## src/rtl/tap_controller_if.sv

```systemverilog
// TAP pin bundle: TMS/TDI in, state strobes, IR_TDO and instruction selects out.
// The master side drives the test pins; the slave side is the TAP controller.
interface tap_controller_if;
    logic TMS;
    logic TDI;
    logic Shift_DR;
    logic Capture_DR;
    logic Update_DR;
    logic DR_clk_en;
    logic Shift_IR;
    logic IR_TDO;
    logic Select_ID;
    logic Select_BYPASS;
    logic TLR;

    modport master (
        output TMS, TDI,
        input  Shift_DR, Capture_DR, Update_DR, DR_clk_en, Shift_IR,
               IR_TDO, Select_ID, Select_BYPASS, TLR
    );

    modport slave (
        input  TMS, TDI,
        output Shift_DR, Capture_DR, Update_DR, DR_clk_en, Shift_IR,
               IR_TDO, Select_ID, Select_BYPASS, TLR
    );
endinterface

```

## src/rtl/tap_controller.sv

```systemverilog
// IEEE 1149.1 TAP controller with IR and IDCODE/BYPASS decode.
// Optional macro TAP_STATE_DEBUG_EN exposes the raw state register on tap_state.
module tap_controller #(
    parameter int              IR_W      = 4,
    parameter logic [IR_W-1:0] IDCODE_OP = IR_W'(4'b0010),
    parameter logic [IR_W-1:0] BYPASS_OP = IR_W'(4'b1111)
) (
    input  logic             clk,
    input  logic             rst,
    tap_controller_if.slave  tap
`ifdef TAP_STATE_DEBUG_EN
    ,
    output logic [3:0]       tap_state
`endif
);
    localparam logic [3:0] ST_TLR     = 4'hF;
    localparam logic [3:0] ST_RTI     = 4'hC;
    localparam logic [3:0] ST_SELDR   = 4'h7;
    localparam logic [3:0] ST_CAPDR   = 4'h6;
    localparam logic [3:0] ST_SHDR    = 4'h2;
    localparam logic [3:0] ST_EX1DR   = 4'h1;
    localparam logic [3:0] ST_PAUSEDR = 4'h3;
    localparam logic [3:0] ST_EX2DR   = 4'h0;
    localparam logic [3:0] ST_UPDDR   = 4'h5;
    localparam logic [3:0] ST_SELIR   = 4'h4;
    localparam logic [3:0] ST_CAPIR   = 4'hE;
    localparam logic [3:0] ST_SHIR    = 4'hA;
    localparam logic [3:0] ST_EX1IR   = 4'h9;
    localparam logic [3:0] ST_PAUSEIR = 4'hB;
    localparam logic [3:0] ST_EX2IR   = 4'h8;
    localparam logic [3:0] ST_UPDIR   = 4'hD;

    logic [3:0]      state_r;
    logic [3:0]      next_state_s;
    logic [IR_W-1:0] ir_shift_r;
    logic [IR_W-1:0] ir_active_r;
    logic            capture_dr_s;
    logic            shift_dr_s;

    // Next-state logic of the 16-state TAP FSM.
    always_comb begin
        next_state_s = ST_TLR;
        case (state_r)
            ST_TLR:     next_state_s = tap.TMS ? ST_TLR     : ST_RTI;
            ST_RTI:     next_state_s = tap.TMS ? ST_SELDR   : ST_RTI;
            ST_SELDR:   next_state_s = tap.TMS ? ST_SELIR   : ST_CAPDR;
            ST_CAPDR:   next_state_s = tap.TMS ? ST_EX1DR   : ST_SHDR;
            ST_SHDR:    next_state_s = tap.TMS ? ST_EX1DR   : ST_SHDR;
            ST_EX1DR:   next_state_s = tap.TMS ? ST_UPDDR   : ST_PAUSEDR;
            ST_PAUSEDR: next_state_s = tap.TMS ? ST_EX2DR   : ST_PAUSEDR;
            ST_EX2DR:   next_state_s = tap.TMS ? ST_UPDDR   : ST_SHDR;
            ST_UPDDR:   next_state_s = tap.TMS ? ST_SELDR   : ST_RTI;
            ST_SELIR:   next_state_s = tap.TMS ? ST_TLR     : ST_CAPIR;
            ST_CAPIR:   next_state_s = tap.TMS ? ST_EX1IR   : ST_SHIR;
            ST_SHIR:    next_state_s = tap.TMS ? ST_EX1IR   : ST_SHIR;
            ST_EX1IR:   next_state_s = tap.TMS ? ST_UPDIR   : ST_PAUSEIR;
            ST_PAUSEIR: next_state_s = tap.TMS ? ST_EX2IR   : ST_PAUSEIR;
            ST_EX2IR:   next_state_s = tap.TMS ? ST_UPDIR   : ST_SHIR;
            ST_UPDIR:   next_state_s = tap.TMS ? ST_SELDR   : ST_RTI;
            default:    next_state_s = ST_TLR;
        endcase
    end

    // State, IR shift register and active instruction register.
    always_ff @(posedge clk or posedge rst) begin
        if (rst) begin
            state_r     <= ST_TLR;
            ir_shift_r  <= {IR_W{1'b0}};
            ir_active_r <= IDCODE_OP;
        end else begin
            state_r <= next_state_s;
            case (state_r)
                ST_CAPIR: ir_shift_r <= IR_W'(2'b01);
                ST_SHIR:  ir_shift_r <= {tap.TDI, ir_shift_r[IR_W-1:1]};
                default:  ir_shift_r <= ir_shift_r;
            endcase
            // TLR keeps forcing IDCODE so the chip always wakes with ID selected.
            if (state_r == ST_TLR) begin
                ir_active_r <= IDCODE_OP;
            end else if (state_r == ST_UPDIR) begin
                ir_active_r <= ir_shift_r;
            end else begin
                ir_active_r <= ir_active_r;
            end
        end
    end

    assign capture_dr_s = (state_r == ST_CAPDR);
    assign shift_dr_s   = (state_r == ST_SHDR);

    assign tap.Capture_DR    = capture_dr_s;
    assign tap.Shift_DR      = shift_dr_s;
    assign tap.Update_DR     = (state_r == ST_UPDDR);
    assign tap.DR_clk_en     = capture_dr_s | shift_dr_s;
    assign tap.Shift_IR      = (state_r == ST_SHIR);
    assign tap.TLR           = (state_r == ST_TLR);
    assign tap.IR_TDO        = ir_shift_r[0];
    // Anything other than IDCODE (defined BYPASS or undefined opcodes) selects bypass.
    assign tap.Select_ID     = (ir_active_r == IDCODE_OP);
    assign tap.Select_BYPASS = (ir_active_r == BYPASS_OP) || (ir_active_r != IDCODE_OP);

`ifdef TAP_STATE_DEBUG_EN
    assign tap_state = state_r;
`endif
endmodule

```

## src/flat_wrapper.sv

```systemverilog
// flat-port wrapper written by rule: the top's interface ports become plain ports
module tap_controller_flat 
#(
    parameter int              IR_W      = 4,
    parameter logic [IR_W-1:0] IDCODE_OP = IR_W'(4'b0010),
    parameter logic [IR_W-1:0] BYPASS_OP = IR_W'(4'b1111)
)
  (clk, rst, tap_TMS, tap_TDI, tap_Shift_DR, tap_Capture_DR, tap_Update_DR, tap_DR_clk_en, tap_Shift_IR, tap_IR_TDO, tap_Select_ID, tap_Select_BYPASS, tap_TLR);
  tap_controller_if tap_i ();
  input  logic clk;
  input  logic rst;
  input wire logic [$bits(tap_i.TMS)-1:0] tap_TMS;
  input wire logic [$bits(tap_i.TDI)-1:0] tap_TDI;
  output wire logic [$bits(tap_i.Shift_DR)-1:0] tap_Shift_DR;
  output wire logic [$bits(tap_i.Capture_DR)-1:0] tap_Capture_DR;
  output wire logic [$bits(tap_i.Update_DR)-1:0] tap_Update_DR;
  output wire logic [$bits(tap_i.DR_clk_en)-1:0] tap_DR_clk_en;
  output wire logic [$bits(tap_i.Shift_IR)-1:0] tap_Shift_IR;
  output wire logic [$bits(tap_i.IR_TDO)-1:0] tap_IR_TDO;
  output wire logic [$bits(tap_i.Select_ID)-1:0] tap_Select_ID;
  output wire logic [$bits(tap_i.Select_BYPASS)-1:0] tap_Select_BYPASS;
  output wire logic [$bits(tap_i.TLR)-1:0] tap_TLR;
  assign tap_i.TMS = tap_TMS;
  assign tap_i.TDI = tap_TDI;
  assign tap_Shift_DR = tap_i.Shift_DR;
  assign tap_Capture_DR = tap_i.Capture_DR;
  assign tap_Update_DR = tap_i.Update_DR;
  assign tap_DR_clk_en = tap_i.DR_clk_en;
  assign tap_Shift_IR = tap_i.Shift_IR;
  assign tap_IR_TDO = tap_i.IR_TDO;
  assign tap_Select_ID = tap_i.Select_ID;
  assign tap_Select_BYPASS = tap_i.Select_BYPASS;
  assign tap_TLR = tap_i.TLR;
  tap_controller #(.IR_W(IR_W), .IDCODE_OP(IDCODE_OP), .BYPASS_OP(BYPASS_OP)) u_core (.clk(clk), .rst(rst), .tap(tap_i));
endmodule
```

## config.mk

```make
export PLATFORM = sky130hd
export DESIGN_NAME = tap_controller_flat
export DESIGN_NICKNAME = d
export VERILOG_FILES = /design/src/rtl/tap_controller_if.sv /design/src/rtl/tap_controller.sv /design/src/flat_wrapper.sv
export SDC_FILE = /design/constraint.sdc
export NUM_CORES = 1
export LEC_CHECK = 0
export ABC_CLOCK_PERIOD_IN_PS = 1750
export BUFFER_PORTS_ARGS = -buffer_cell sky130_fd_sc_hd__buf_2
export CORE_AREA = 4 4 41 43
export CTS_CLUSTER_SIZE = 10
export DETAILED_ROUTE_END_ITERATION = 16
export DIE_AREA = 0 0 45 47
export HOLD_SLACK_MARGIN = 0.06
export PLACE_DENSITY = 0.69
export SYNTH_ARGS = -nofsm -noshare
export SYNTH_HDL_FRONTEND = slang
export SYNTH_SLANG_ARGS = --single-unit
```

## constraint.sdc

```tcl
create_clock -name clk -period 1.75 [get_ports clk]
set_input_delay 0 -clock clk [delete_from_list [all_inputs] [get_ports clk]]
set_output_delay 0 -clock clk [all_outputs]
set_load 0.02 [all_outputs]
```

==> summary.txt <==
Run status
  – Status: finished, final reports clean

Clock network
  – CTS Root Cell: clkbuf_4
  – H-tree depth: 1
  – Post-cts resize count: 0
  – CTS tree: done
  – Clock Sinks: 12
  – Clock Latency Late Sink: 0.27 ns
  – Setup Buffers After CTS: 0
  – Deepest clock path buffer count: 2
  – Clk pin slew, worst setup/hold paths: 0.08 ns
  – Inserted Clock Buffers: 3
  – Hold buffers post-CTS: 3

STA
  – Final setup skew: 0.003810 ns
  – Worst setup margin: 0.2326 ns
  – Max Clock Freq: 0.6590 GHz
  – Period utilisation layout: 86.71%
  – Fin. max-slew vios: 0
  – Hold Violations, Final: 0
  – Fin crit period: 1.517 ns
  – Relative slew slack: 69.56%
  – Setup TNS Final: 0 ns
  – RSZ-0062 raised after global routing: no
  – Count of final setup violators: 0
  – Worst slew pin tran: 0.4561 ns

Power and ir drop
  – Leak: 0.3409 nW
  – P per Cell Area: 1878 mW/mm^2
  – Peak supply drop: 0.0009281 V

Synth
  – Synth Warn #: 0
  – Synthesized area: 613.1 sq um
  – Yosys reg bits: 12
  – Synth area leaders: dfrtp_1 29%, dfstp_2 21%, nand2_1 9.2%
  – Post-synth cell types: 22
  – Top-area cell type share of the netlist area: 28.57%
  – Sequential share of the synthesized area: 50.00%
  – Syn nets: 73
  – Synth Instances: 69
  – Mean Syn Cell Area: 8.885 sq um
  – Area leader, netlist: dfrtp_1

Detailed routing
  – DR pass1 iterations: 4
  – DRC violations left: 0
  – Vias/cell: 5.253
  – Post-route ant nets: 0
  – WL/cell: 12.16 um
  – Iter 0 DRT Violations: 13
  – Routed vias: 520
  – Final WL: 1204 um

Place
  – IO Port Bufs: 12
  – Placed Instances: 92
  – Setup WS pre-CTS: 0.4770 ns
  – DP HPWL: 860.8 um
  – RD Place Congestion: 0.7447

Finish
  – Most common cell after layout, fill and taps aside: nand2_1
  – Post-layout instance count excluding filler cells: 99
  – Area delta synth->final: 16.94%
  – # diodes: 0
  – Layout cell share with drive strength beyond 1: 25.00%
  – Final Net Count: 89
  – Commonest cells after routing, fill and taps aside: 15 x nand2_1, 12 x buf_2, 10 x o21ai_0, 7 x dfrtp_1

Die
  – Die Y-Extent: 47 um
  – Die width: 45 um
  – # rows: 13
  – I/O pins: 13
  – Core Box Area: 0.001301 sq mm
  – Die ar.: 0.002115 sq mm
  – Starting Density: 47.12%

Global route
  – First-pass GRT wire length: 2035 um
  – Number of global-route vias before repair: 455
  – Grt total ovfl: 0
  – Pin count of the biggest net entering global routing: 15
  – Initial antenna violation count: 0
  – GRT Total Usage: 14.13%

Worst setup path
  – Worst reg2reg path startpoint: u_core.state_r[2]
  – CP Class: reg2out
  – Slowest cell on the critical path: dfstp_2
  – Setup crit end kind: primary output
  – Top delay family on crit path: flip-flops
  – CP startpoint kind: flip-flop
  – RR Endpoint: u_core.state_r[3]
  – Worst reg-to-reg path cell count: 3
  – CP max stage delay: 0.59 ns
  – Reg2reg setup slack: 0.47 ns
  – Critical Path Fanout Max: 8
  – Critical Path RT: 1.75 ns
  – Worst path buffer plus inverter count: 2
  – Crit path DAT: 1.52 ns
  – Critical-path cell list: inv_1, nor4b_1, buf_2

Worst hold path
  – Hold Path Class: in2async

Run
  – Max Cap Viol: 0
[worst max path at each step]
stage	startpoint	slack (ns)	to	cells after the start
finish	u_core.state_r[2]	0.23	tap_Update_DR	3
global route	u_core.state_r[2]	0.09	tap_Update_DR	3
CTS	u_core.state_r[2]	0.21	tap_Update_DR	3
detailed placement	u_core.state_r[2]	0.48	u_core.state_r[3]	3
global placement	u_core.state_r[2]	0.49	u_core.state_r[3]	3
floorplan	u_core.state_r[2]	0.23	tap_Update_DR	3
[cell type report]
cell class / count / area, sq um
Clock buffer: 4 / 26.28
Fill cell: 140 / 584.3
Inverter: 4 / 15.01
Multi-Input combinational cell: 49 / 260.3
Sequential cell: 12 / 306.5
Tap cell: 15 / 18.77
Timing Repair Buffer: 15 / 90.09
[synthesized netlist by cell type]
master    count
inv_1         4
nor3_1        2
dfrtp_1       7
a41oi_1       1
a211oi_1      1
mux2_2        1
nor2_1        5
buf_6         1
nor3b_1       1
buf_4         2
or4b_1        1
nand3b_1      1
a211o_1       1
a21oi_1       2
nand2_1      15
or3b_1        1
nand2b_1      5
o21ai_0      10
nor4b_1       1
dfstp_2       5
nand3_1       1
buf_2         1
[per-stage QoR]
step / utilization, % / hold WS, ns / power [mW] / cell area (sq um)
3_3_place_gp: 50.77 / 0.02861 / 1.157 / 660.6
2_1_floorplan: - / -0.1389 / 1.051 / 613.1
3_5_place_dp: 50.77 / 0.02884 / 1.177 / 660.6
6_report: 55.10 / 0.2699 / 1.347 / 716.9
5_1_grt: 55.10 / 0.3158 / 1.467 / 716.9
4_1_cts: 55.10 / 0.2756 / 1.367 / 716.9
[sequential cells by signal, summed over array words and instances (netlist names)]
register,flops
u_core.ir_active_r,4
u_core.ir_shift_r,4
u_core.state_r,4
[routing by layer]
metal,up-vias,track usage [%],share of wire [%]
met5,-,0,0
met4,0,10.53,2.9
met2,8,21.47,48
met3,4,3.448,3.1
li1,267,-,-
met1,241,17.38,46
[power breakdown]
| group | switching (mW) | internal [mW] | leakage (nW) |
|---|---|---|---|
| clock network | 0.0931 | 0.0884 | 0.0150 |
| logic | 0.327 | 0.221 | 0.180 |
| registers | 0.166 | 0.450 | 0.146 |
| total | 0.587 | 0.760 | 0.341 |
[worst reg2reg max path: cells and delay by family, from the launching register on]
family / cells / cell delay [ns]
buffers and inverters: 1 / 0.15
muxes: 1 / 0.33
DFF: 1 / 0.59
and+or+nand+nor: 1 / 0.14
[kinds of logic (layout without fill, tap and decap cells)]
| kind of cell | count (synthesis) | after routing | share of synthesized area (%) |
|---|---|---|---|
| AOI/OAI and AO/OA | 15 | 15 | 13.88 |
| buffers and inverters | 8 | 23 | 7.549 |
| DFF | 12 | 12 | 50.00 |
| muxes | 1 | 1 | 1.837 |
| and+or+nand+nor | 33 | 33 | 26.74 |
Note: power is estimated with default switching activity, not from simulation.
